**config.mk**
```make
export PLATFORM = sky130hd
export DESIGN_NAME = sipo_frame_ctrl
export DESIGN_NICKNAME = d
export VERILOG_FILES = /design/src/rtl/sipo_frame_ctrl.sv
export SDC_FILE = /design/constraint.sdc
export NUM_CORES = 1
export LEC_CHECK = 0
export BUFFER_PORTS_ARGS = -buffer_cell sky130_fd_sc_hd__buf_2
export CAP_MARGIN = 20
export CORE_MARGIN = 4
export CORE_UTILIZATION = 46
export DETAILED_ROUTE_END_ITERATION = 10
export PLACE_DENSITY = 0.8
export SLEW_MARGIN = 20
export SYNTH_ARGS = -nofsm -noshare
export SYNTH_HDL_FRONTEND = slang
export SYNTH_SLANG_ARGS = --single-unit
```
**constraint.sdc**
```tcl
create_clock -name clk -period 1.2 [get_ports clk]
set_clock_uncertainty 0.1 [all_clocks]
set_input_delay 0 -clock clk [delete_from_list [all_inputs] [get_ports clk]]
set_output_delay 0 -clock clk [all_outputs]
set_load 0.02 [all_outputs]
```
**src/rtl/sipo_frame_ctrl.sv**
```systemverilog
// Serial-in, parallel-out frame receiver: start bit, WIDTH data bits (MSB first),
// optional even-parity bit and a stop bit, delivered through a valid/ready slot.
module sipo_frame_ctrl #(
  parameter int WIDTH     = 4,
  parameter int PARITY_EN = 1
) (
  input  logic             clk,
  input  logic             reset,
  input  logic             in,
  input  logic             bit_en,
  input  logic             out_ready,
  output logic [WIDTH-1:0] out,
  output logic             out_valid,
  output logic             par_err,
  output logic             frm_err,
  output logic             overrun,
  output logic             busy
);

  localparam int CNT_W = $clog2(WIDTH);

  typedef enum logic [1:0] {
    IDLE   = 2'd0,
    DATA   = 2'd1,
    PARITY = 2'd2,
    STOP   = 2'd3
  } state_t;

  state_t             state_q, state_d;
  logic [CNT_W-1:0]   cnt_q, cnt_d;
  logic [WIDTH-1:0]   shreg_q, shreg_d;
  logic               perr_q, perr_d;
  logic [WIDTH-1:0]   out_q, out_d;
  logic               out_valid_q, out_valid_d;
  logic               par_err_q, par_err_d;
  logic               frm_err_q, frm_err_d;
  logic               overrun_q, overrun_d;
  logic               busy_q, busy_d;

  always_comb begin
    state_d     = state_q;
    cnt_d       = cnt_q;
    shreg_d     = shreg_q;
    perr_d      = perr_q;
    out_d       = out_q;
    out_valid_d = out_valid_q;
    par_err_d   = par_err_q;
    frm_err_d   = 1'b0;
    overrun_d   = 1'b0;

    // The consumer handshake runs every cycle; a delivery below may override it.
    if (out_valid_q && out_ready) begin
      out_valid_d = 1'b0;
    end

    if (bit_en) begin
      unique case (state_q)
        IDLE: begin
          if (!in) begin
            state_d = DATA;
            cnt_d   = '0;
            shreg_d = '0;
            perr_d  = 1'b0;
          end
        end
        DATA: begin
          shreg_d = {shreg_q[WIDTH-2:0], in};
          cnt_d   = cnt_q + CNT_W'(1);
          if (cnt_q == CNT_W'(WIDTH - 1)) begin
            state_d = (PARITY_EN != 0) ? PARITY : STOP;
          end
        end
        PARITY: begin
          perr_d  = (^shreg_q) ^ in;
          state_d = STOP;
        end
        STOP: begin
          state_d = IDLE;
          if (!in) begin
            frm_err_d = 1'b1;
          end else if (!out_valid_q || out_ready) begin
            out_d       = shreg_q;
            par_err_d   = perr_q;
            out_valid_d = 1'b1;
          end else begin
            overrun_d = 1'b1;
          end
        end
        default: state_d = IDLE;
      endcase
    end

    busy_d = (state_d != IDLE);
  end

  always_ff @(posedge clk) begin
    if (reset) begin
      state_q     <= IDLE;
      cnt_q       <= '0;
      shreg_q     <= '0;
      perr_q      <= 1'b0;
      out_q       <= '0;
      out_valid_q <= 1'b0;
      par_err_q   <= 1'b0;
      frm_err_q   <= 1'b0;
      overrun_q   <= 1'b0;
      busy_q      <= 1'b0;
    end else begin
      state_q     <= state_d;
      cnt_q       <= cnt_d;
      shreg_q     <= shreg_d;
      perr_q      <= perr_d;
      out_q       <= out_d;
      out_valid_q <= out_valid_d;
      par_err_q   <= par_err_d;
      frm_err_q   <= frm_err_d;
      overrun_q   <= overrun_d;
      busy_q      <= busy_d;
    end
  end

  assign out       = out_q;
  assign out_valid = out_valid_q;
  assign par_err   = par_err_q;
  assign frm_err   = frm_err_q;
  assign overrun   = overrun_q;
  assign busy      = busy_q;

endmodule

```
Word level (Yosys, flattened, before mapping)
Index checks and enable logic that the tools add are counted.
- register bits: 18
- latch bits: 0
- RAM bits: 0
- bits in read-only memories: 0
- input bits: 5
- output and inout bits: 9
- logic and storage cells: 50
- memories: 0
- add/subtract/negate cells: 1
- $mul: 0
- div/mod/pow operators: 0
- magnitude comparators: 0
- equality and inequality tests: 5
- shift operators: 0
- muxes and demuxes: 17
- bitwise logic cells: 4
- reduce and logical (&&, ||, !) cells: 13
- operators with widths (kind ; count):
    1-bit 2-to-1 mux ; 8
    2-bit 2-to-1 mux ; 4
    2-bit case mux with 4 select lines ; 1
    4-bit case mux with 2 select lines ; 1
    2-bit equality test (second input constant) ; 3
    3-bit AND reduction ; 2
    2-bit nonzero test ; 3
    4-bit 2-to-1 mux ; 1
    2-bit case mux with 2 select lines ; 1
    4-bit AND reduction ; 1
    4-bit OR reduction ; 1
    4-bit parity ; 1
    1-bit NOT ; 3
    3-bit OR reduction ; 1
    2-bit by 1-bit adder with 2-bit output (second input constant) ; 1
    2-bit by 1-bit equality test with 1-bit output (second input constant) ; 1
    2-bit logical NOT ; 1
    2-bit inequality test (second input constant) ; 1
    1-bit case mux with 2 select lines ; 1
    1-bit logical AND ; 1
    1-bit logical NOT ; 1
    1-bit logical OR ; 1
    1-bit XOR ; 1

Longest topological paths before layout
Gate-level depths: netlist of run 1.
- depth in word-level cells: 6
- depth in mapped cells: 5
- gate-level depth less buffers: 4

Worst setup path after synthesis of run 1
OpenSTA, ideal clock, no wires.
- kind: register -> register
- from: reg shreg_q[3]
- to: reg perr_q
- setup time: 0.117 ns
- arrival time: 1.037 ns
- required time: 0.983 ns
- setup slack: -0.054 ns
- stages on the path, launching flop included: 4
- path buffers: 0
- clock period less this slack: 1.254 ns
- cell sequence: dfxtp_1 > xnor3_1 > xnor2_1 > a32o_2
- word-level cells in the longest chain between the ends: 3
- RTL lines (item ; line ; source):
    from (decl) ; 31 ; logic [WIDTH-1:0] shreg_q, shreg_d;
    from (signal assigned) ; 111 ; shreg_q <= shreg_d;
    4-bit parity ; 74 ; perr_d = (^shreg_q) ^ in;
    1-bit XOR ; 74 ;
    1-bit case mux with 2 select lines ; 57 ; unique case (state_q)
    to (signal assigned) ; 112 ; perr_q <= perr_d;
    to (decl) ; 32 ; logic perr_q, perr_d;
No other way between the ends.
A chain may end at the register's enable or synchronous reset.

Worst setup path in the final report of run 1
- from: reg shreg_q[2]
- to: reg perr_q
The elaborated chain is that of the path after synthesis.

==> results of run 1 <==
Yosys cell counts, drive strengths merged:
cell	number	share of area, %
a21oi	13	8.5
inv	2	0.98
nand4b	1	1.1
dfxtp	18	47
and3b	1	1.1
and4	1	1.1
xnor3	1	2.9
nor2	2	0.98
and2b	1	0.98
buf	5	3.9
xor2	1	1.1
a211oi	1	0.98
clkbuf	2	0.98
nand3	6	3.9
o311a	1	1.3
nor3	2	1.3
a32o	1	1.5
nand2b	2	1.6
xnor2	1	1.1
nor2b	3	2.4
ha	1	1.6
nand4	1	0.82
nand2	8	3.9
and3	1	0.82
o21ai	12	7.8
kinds of logic after synthesis:
logic type	count (synthesis)
xor gates and xnor gates	3
buffers and inverters	9
AOI/OAI and AO/OA	28
adders and majority gates	1
and+or+nand+nor	29
DFF	18
flip-flops by register name, indices dropped and copies added (netlist names):
signal / count
overrun: 1
frm_err: 1
shreg_q: 4
perr_q: 1
state_q: 2
cnt_q: 2
busy: 1
out: 4
out_valid: 1
par_err: 1
worst max-delay path, delay by kind of cell, from the launching register on:
kind	cells	cell delay [ns]
xor gates and xnor gates	2	0.52
DFF	1	0.34
AOI/OAI and AO/OA	1	0.21
repair_timing:
item / 4_1_cts / 5_1_grt
hold buffers: 4 / 0
endpoints found under the hold margin: 12 / 0
endpoints found under the setup margin: 7 / 8
resized for setup: 2 / 4
buffers inserted: 1 / 0
pin swaps: 1 / 2
power groups by stage:
stage                     registers (mW)  logic [mW]  clock network [mW]
after floorplan                    0.625      0.0533                   0
after global placement             0.625      0.0716                   0
after detailed placement           0.625      0.0745                   0
after CTS                          0.612      0.0862               0.375
after global routing               0.614      0.0984               0.402
final                              0.612      0.0895               0.368
path summary, 6_finish.rpt:
check / from / endpoint / slack [ns] / depth (start not counted)
min: out_ready / par_err / 0.03 / 4
min reg2reg: out[3] / out[3] / 0.38 / 2
max reg2reg: shreg_q[2] / perr_q / -0.05 / 3
max: shreg_q[2] / perr_q / -0.05 / 3
layer usage:
metal	wire length (µm)	GRT usage, %	vias up
li1	-	-	354
met3	86	2.14	2
met1	741	18.6	332
met2	732	22.2	16
met5	0	0	-
met4	19	5.38	0
area by class of cell:
class	instances	area [µm²]	share of cell area [%]
multi-input cells	61	369	38.1
flip-flops and latches	18	364	37.5
clock buffers	4	36.3	3.74
repair buffers	26	173	17.8
inverters	2	7.51	0.774
well taps	16	20.0	2.06
==> impl_metrics.tcl, run 1 <==
set metrics [dict create \
    cts_tree "done" \
    gp_congestion 0.755 \
    grt_usage_pct 13.9 \
    io_pins 14 \
    hpwl_mm 1.10 \
    clk_pin_slew_ns 0.10 \
    dp_cells 118 \
    violations "setup timing" \
    syn-cell-area_um2 767 \
    period_share_pct 105 \
    crit_chain "xnor3_1 -> xnor2_1 -> a32o_2" \
    muxShareOfSynthArea_pct 0 \
    ys_types 26 \
    netlist_instances 88 \
    fillers 142 \
    hp-class "in2reg" \
    avgSynthCellArea_um2 8.72 \
    synthSimpleGateAreaFrac_pct 20.2 \
    syn_nets 94 \
    first_global_vias 628 \
    drt_wl_total_mm 1.58 \
    area_growth_pct 26.4 \
    fin_crit_ns 1.25 \
    insertion_delay_ns 0.29 \
    place_area_um2 876 \
    p_int_mw 0.831 \
    critPathSlowestCell "xnor3_1" \
    critPathMaxStageDelay_ns 0.39 \
    io_buffers 13 \
    drt-initial-drc-count 10 \
    crit_path_end_kind "register" \
    numCtsBuffers 3 \
    power.switching_mw 0.238 \
    finalPower_mw 1.07 \
    peakVddDrop_mv 0.616 \
    vias 704 \
    cts_root_buffer "clkbuf_4" \
    pwr-share-comb_pct 8.4 \
    tightestPinTransition_ns 0.321 \
    grt_overflow 0 \
    pre_cts_ws_ns -0.0606 \
    antenna_found_initial 0 \
    synth_top_family_by_area "simple AND/OR/NAND/NOR gates" \
    rows 14 \
    start_util_pct 49.8 \
    final_area_um2 970 \
    rsz0062_at_grt "yes" \
    crit_path_start_kind "register" \
    fmax_ghz 0.797 \
    hold_viol_final 0 \
    antenna_left 0 \
    status "complete, but fails checks" \
    p_per_area_nw_per_um2 1100 \
    final_common_cell "dfxtp_1" \
    arrival_ns 1.35 \
    grt_pass1_wl_mm 2.73 \
    maxCapViolCount 0 \
    tns_ns -0.0549 \
    setup_violations 1 \
    core_um2 1540 \
    fp.dieArea_um2 2380 \
    slew_headroom_pct 78.6 \
    drc_errors 0 \
    seq_power_share_pct 57.2 \
    leakagePower_nw 0.414 \
    die_w_um 48.8 \
    synth_xor_area_share_pct 5.22 \
    path_max_fanout 2 \
    yosys_register_bits 18 \
    clockBufferDepth 2 \
    maxSlewViolCount 0 \
    switching_share_pct 22.3 \
    layout.nets 118 \
    wl_per_cell_um 12.4 \
    antenna_cells 0 \
    final_cells 127 \
    avgViaCountPerCell 5.54 \
    yosys_warnings 0 \
    crit_type "reg2reg" \
    drive_above_1_share_pct 29.7 \
    die_y_um 48.8 \
    clkSinkCount 18 \
    grt_start_max_net_pins 17 \
    final_cell_mix "dfxtp_1 (15), a21oi_1 (13), buf_2 (13), o21ai_0 (11), buf_4 (9)" \
    power_frac_clock_pct 34.4 \
    fin_ws_ns -0.0549 \
    ys_seq_area_share_pct 47.0 \
    firstDrtPassIters 4 \
    synth-adder-area-share_pct 1.63 \
    utilization_pct 62.9 \
    worst_ep_required_time_ns 1.30 \
    htree_levels 1 \
    whs_ns 0.0271 \
    synth_compound_area_share_pct 20.1 \
]
Note: power is estimated with default switching activity, not from simulation.
==> inputs of run 2 (changes only) <==
REMOVE_ABC_BUFFERS = 1   (was unset)
==> impl_metrics.tcl, run 2 (synthesis results as in run 1) <==
set metrics [dict create \
    status "complete, but fails checks" \
    violations "hold timing, setup timing" \
    vias 688 \
    final_common_cell "dfxtp_1" \
    start_util_pct 49.8 \
    area_growth_pct 25.3 \
    gp_congestion 0.787 \
    insertion_delay_ns 0.29 \
    period_share_pct 105 \
    arrival_ns 1.36 \
    grt_usage_pct 14.3 \
    cts_tree "done" \
    crit_type "reg2reg" \
    grt_overflow 0 \
    worst_ep_required_time_ns 1.30 \
    finalPower_mw 1.07 \
    antenna_left 0 \
    die_y_um 48.8 \
    drc_errors 0 \
    final_cell_mix "dfxtp_1 (15), a21oi_1 (13), buf_2 (11), o21ai_0 (10), buf_4 (9)" \
    hp-class "in2reg" \
    hold_viol_final 1 \
    fin_ws_ns -0.0625 \
    grt.busiest_layer "met2" \
    wl_per_cell_um 12.4 \
    slew_headroom_pct 81.2 \
    avgViaCountPerCell 5.50 \
    clk_pin_slew_ns 0.10 \
    io_pins 14 \
    maxCapViolCount 0 \
    crit_path_end_kind "register" \
    utilization_pct 62.3 \
    rsz0062_at_grt "yes" \
    post_cts.repair.setup_buffers 0 \
    io_buffers 13 \
    antenna_found_initial 0 \
    core_um2 1540 \
    peakVddDrop_mv 0.767 \
    clkSinkCount 18 \
    fin_crit_ns 1.26 \
    maxSlewViolCount 0 \
    grtUsageMet3_pct 7.34 \
    drt-initial-drc-count 14 \
    grt_start_max_net_pins 17 \
    drt_wl_total_mm 1.55 \
    whs_ns -0.00856 \
    first_global_vias 631 \
    hpwl_mm 1.12 \
    clockBufferDepth 2 \
    fp.dieArea_um2 2380 \
    ff2ff_path_depth 3 \
    rows 14 \
    setup_violations 1 \
    p_per_area_nw_per_um2 1110 \
    htree_levels 1 \
    layout.nets 116 \
    numCtsBuffers 3 \
    min_path_cells 4 \
    die_w_um 48.8 \
    grtUsageMet1_pct 17.3 \
    cts_root_buffer "clkbuf_4" \
    tightestPinTransition_ns 0.282 \
    grt_pass1_wl_mm 2.70 \
    firstDrtPassIters 4 \
    crit_path_start_kind "register" \
    leakagePower_nw 0.406 \
    drive_above_1_share_pct 31.2 \
    path_max_fanout 2 \
    met2_usage_pct 21.5 \
    antenna_cells 0 \
    fmax_ghz 0.792 \
]
[run 2: cell types whose count changed in the layout (fill, tap and decap cells not counted)]
cell,delta
nand2b_2,+1
nand2b_1,-1
dlygate4sd3_1,-1
clkbuf_4,+1
and4_1,-1
o21ai_1,+1
buf_2,-2
and4_2,+1
o21ai_0,-1
[run 2: per-stage QoR]
stage	hold slack [ns]	std cells	setup slack [ns]	instance area [µm²]	TNS, ns
finish	-0.00856	125	-0.0625	961	-0.0625
detailed placement	0.195	118	-0.0688	875	-0.0688
global placement	0.194	118	-0.0527	875	-0.0527
CTS	0.00684	125	-0.0657	943	-0.0657
floorplan	-0.0309	81	-0.0545	729	-0.0545
global route	0.0207	125	-0.0823	961	-0.0823
[run 2: worst max-delay path: stages (launching register included)]
cell	delay, ns
dfxtp_2	0.34
xnor3_1	0.39
xnor2_1	0.13
a32o_2	0.21
[run 2: where the power goes]
part / switching (mW) / internal (mW) / total (mW)
logic: 0.0483 / 0.0382 / 0.0865
clock network: 0.185 / 0.185 / 0.370
registers: 0.00616 / 0.605 / 0.611
total: 0.240 / 0.828 / 1.07
[run 2: metal layers]
layer	wire length (µm)	vias up
li1	-	349
met1	692	311
met2	723	23
met3	121	5
met4	16	0
met5	0	-
[run 2: path summary, 6_finish.rpt]
| path | startpoint | to | slack [ns] |
|---|---|---|---|
| setup / recovery | shreg_q[3] | perr_q | -0.06 |
| hold / removal | out_ready | out[0] | -0.009 |
| setup reg to reg | shreg_q[3] | perr_q | -0.06 |
| hold reg to reg | out[2] | out[2] | 0.38 |
[run 2: timing repair]
| action | CTS | global route |
|---|---|---|
| resized for setup | 2 | 11 |
| endpoints found under the hold margin | 12 | 0 |
| hold buffers | 3 | 0 |
| pin swaps | 0 | 1 |
| setup endpoints to repair | 2 | 14 |
[run 2: cell type report]
cell class,count,area [µm²]
clock buffers,4,36.3
repair buffers,24,160
inverters,2,7.51
flip-flops and latches,18,364
fillers,145,581
multi-input cells,61,373
well taps,16,20.0
==> inputs of run 3 (changes only) <==
ABC_AREA = 1   (was unset)
==> impl_metrics.tcl, run 3 <==
set metrics [dict create \
    status "completed" \
    fp.dieArea_um2 2290 \
    ys_seq_area_share_pct 49.4 \
    grt_overflow 0 \
    fmax_ghz 0.889 \
    layout.nets 128 \
    drt_wl_total_mm 1.60 \
    reg2reg_from "state_q[0]" \
    peakVddDrop_mv 0.577 \
    antenna_cells 0 \
    io_buffers 13 \
    antenna_found_initial 0 \
    worst_ep_required_time_ns 1.28 \
    final_cells 136 \
    ys_async_sr_fraction_pct 0 \
    final_cell_mix "nand2_1 (24), dfxtp_1 (13), buf_2 (13), inv_1 (11), a21oi_1 (11)" \
    grt_usage_pct 15.5 \
    yosysTopAreaCellShare_pct 49.4 \
    hpwl_mm 1.15 \
    leakagePower_nw 0.391 \
    synthTopCellsByArea "dfxtp_1 (49%), nand2_1 (13%), a21oi_1 (8.2%)" \
    drive_above_1_share_pct 28.3 \
    firstDrtPassIters 4 \
    arrival_ns 1.20 \
    final_common_cell "nand2_1" \
    cts_tree "done" \
    tns_ns 0 \
    synth.largest_area_cell "dfxtp_1" \
    synth_compound_area_share_pct 14.4 \
    critPathLaunch "state_q[0]" \
    avgViaCountPerCell 5.29 \
    vias 720 \
    wl_per_cell_um 11.7 \
    io_pins 14 \
    core_um2 1510 \
    fillers 137 \
    hp-start "bit_en" \
    htree_levels 1 \
    crit_type "reg2reg" \
    clockBufferDepth 2 \
    numCtsBuffers 3 \
    antenna_left 0 \
    maxCapViolCount 0 \
    avgSynthCellArea_um2 7.52 \
    rows 14 \
    setup_violations 0 \
    synth.most_common_cell "nand2_1" \
    ys_types 14 \
    hp-class "in2reg" \
    netlist_instances 97 \
    path_max_fanout 7 \
    area_growth_pct 27.3 \
    start_util_pct 48.4 \
    crit_path_end_kind "register" \
    utilization_pct 61.6 \
    period_share_pct 93.7 \
    die_y_um 47.8 \
    synth-adder-area-share_pct 1.72 \
    synthSimpleGateAreaFrac_pct 26.6 \
    synth_commonest_cells "nand2_1 (26), dfxtp_1 (18), a21oi_1 (12), inv_1 (12), nand3_1 (11)" \
    yosys_register_bits 18 \
    synth_edf_count 0 \
    crit_path_start_kind "register" \
    fin_crit_ns 1.12 \
    tightestPinTransition_ns 0.256 \
    grt_pass1_wl_mm 2.48 \
    die_w_um 47.8 \
    synth_top_family_by_area "simple AND/OR/NAND/NOR gates" \
    maxSlewViolCount 0 \
    synth_xor_area_share_pct 1.20 \
    clkSinkCount 18 \
    gp_congestion 0.818 \
    clk_pin_slew_ns 0.09 \
    synth_ff_type "dfxtp_1" \
    hold_viol_final 0 \
    cts_root_buffer "clkbuf_4" \
    drc_errors 0 \
    drt-initial-drc-count 7 \
    dp_cells 130 \
    yosys_warnings 0 \
    slew_headroom_pct 82.9 \
    syn-cell-area_um2 729 \
    first_global_vias 611 \
    rsz0062_at_grt "no" \
    insertion_delay_ns 0.28 \
    p_per_area_nw_per_um2 1070 \
    muxShareOfSynthArea_pct 0 \
    grt_start_max_net_pins 15 \
]
## run 3: worst paths after layout
| check | cells after the start | endpoint | slack (ns) |
|---|---|---|---|
| min reg2reg | 2 | out[3] | 0.37 |
| max reg2reg | 5 | out[1] | 0.08 |
| min | 5 | state_q[1] | 0.02 |
| max | 5 | out[1] | 0.08 |
## run 3: area by class of cell
cell class	instances	area [µm²]	share of cell area [%]
Sequential cell	18	369	39.8
Multi-Input combinational cell	66	339	36.5
Timing Repair Buffer	21	133	14.3
Inverter	12	45.0	4.85
Clock buffer	3	22.5	2.43
Tap cell	16	20.0	2.16
## run 3: metrics by stage
step / setup WS (ns) / area, µm² / hold slack, ns / power [mW]
finish: 0.0756 / 928 / 0.0235 / 0.992
global route: 0.00229 / 928 / 0.0419 / 1.04
CTS: 0.00909 / 902 / 0.00113 / 0.997
detailed placement: -0.0235 / 848 / 0.132 / 0.707
global placement: 0.0191 / 848 / 0.122 / 0.703
floorplan: 0.0433 / 726 / -0.0309 / 0.666
## run 3: layer usage
metal	routed length [µm]	part of all wire, %	track usage [%]
met2	806	51	27.4
met3	84	5.3	2.26
met1	685	43	17.7
met5	0	0	0
met4	19	1.2	8.06
## run 3: cells by family after synthesis
kind of cell	Yosys count
XOR/XNOR	1
flip-flops	18
AO/OA/AOI/OAI	19
adder cells (fa/ha/maj)	1
buffers and inverters	13
AND/OR/NAND/NOR	45
## run 3: critical path, cell delays in order, from the launching register on
cell and delay [ns]:
dfxtp_4 0.39, nand3_2 0.10, nor2_4 0.19, nand2_2 0.11, nand2_1 0.07, a21oi_1 0.06
## run 3: power breakdown
group | switching [mW] | leakage, nW | internal, mW | total [mW]
logic | 0.0511 | 0.229 | 0.0406 | 0.0917
clock network | 0.168 | 0.0138 | 0.116 | 0.284
registers | 0.00932 | 0.148 | 0.607 | 0.616
## run 3: timing repair
action                                  CTS  global route
hold buffers                              3             0
hold endpoints to repair                 10             0
buffers inserted                          0             0
pin swaps                                 0             4
gates resized for setup                   1            13
endpoints found under the setup margin    5            14
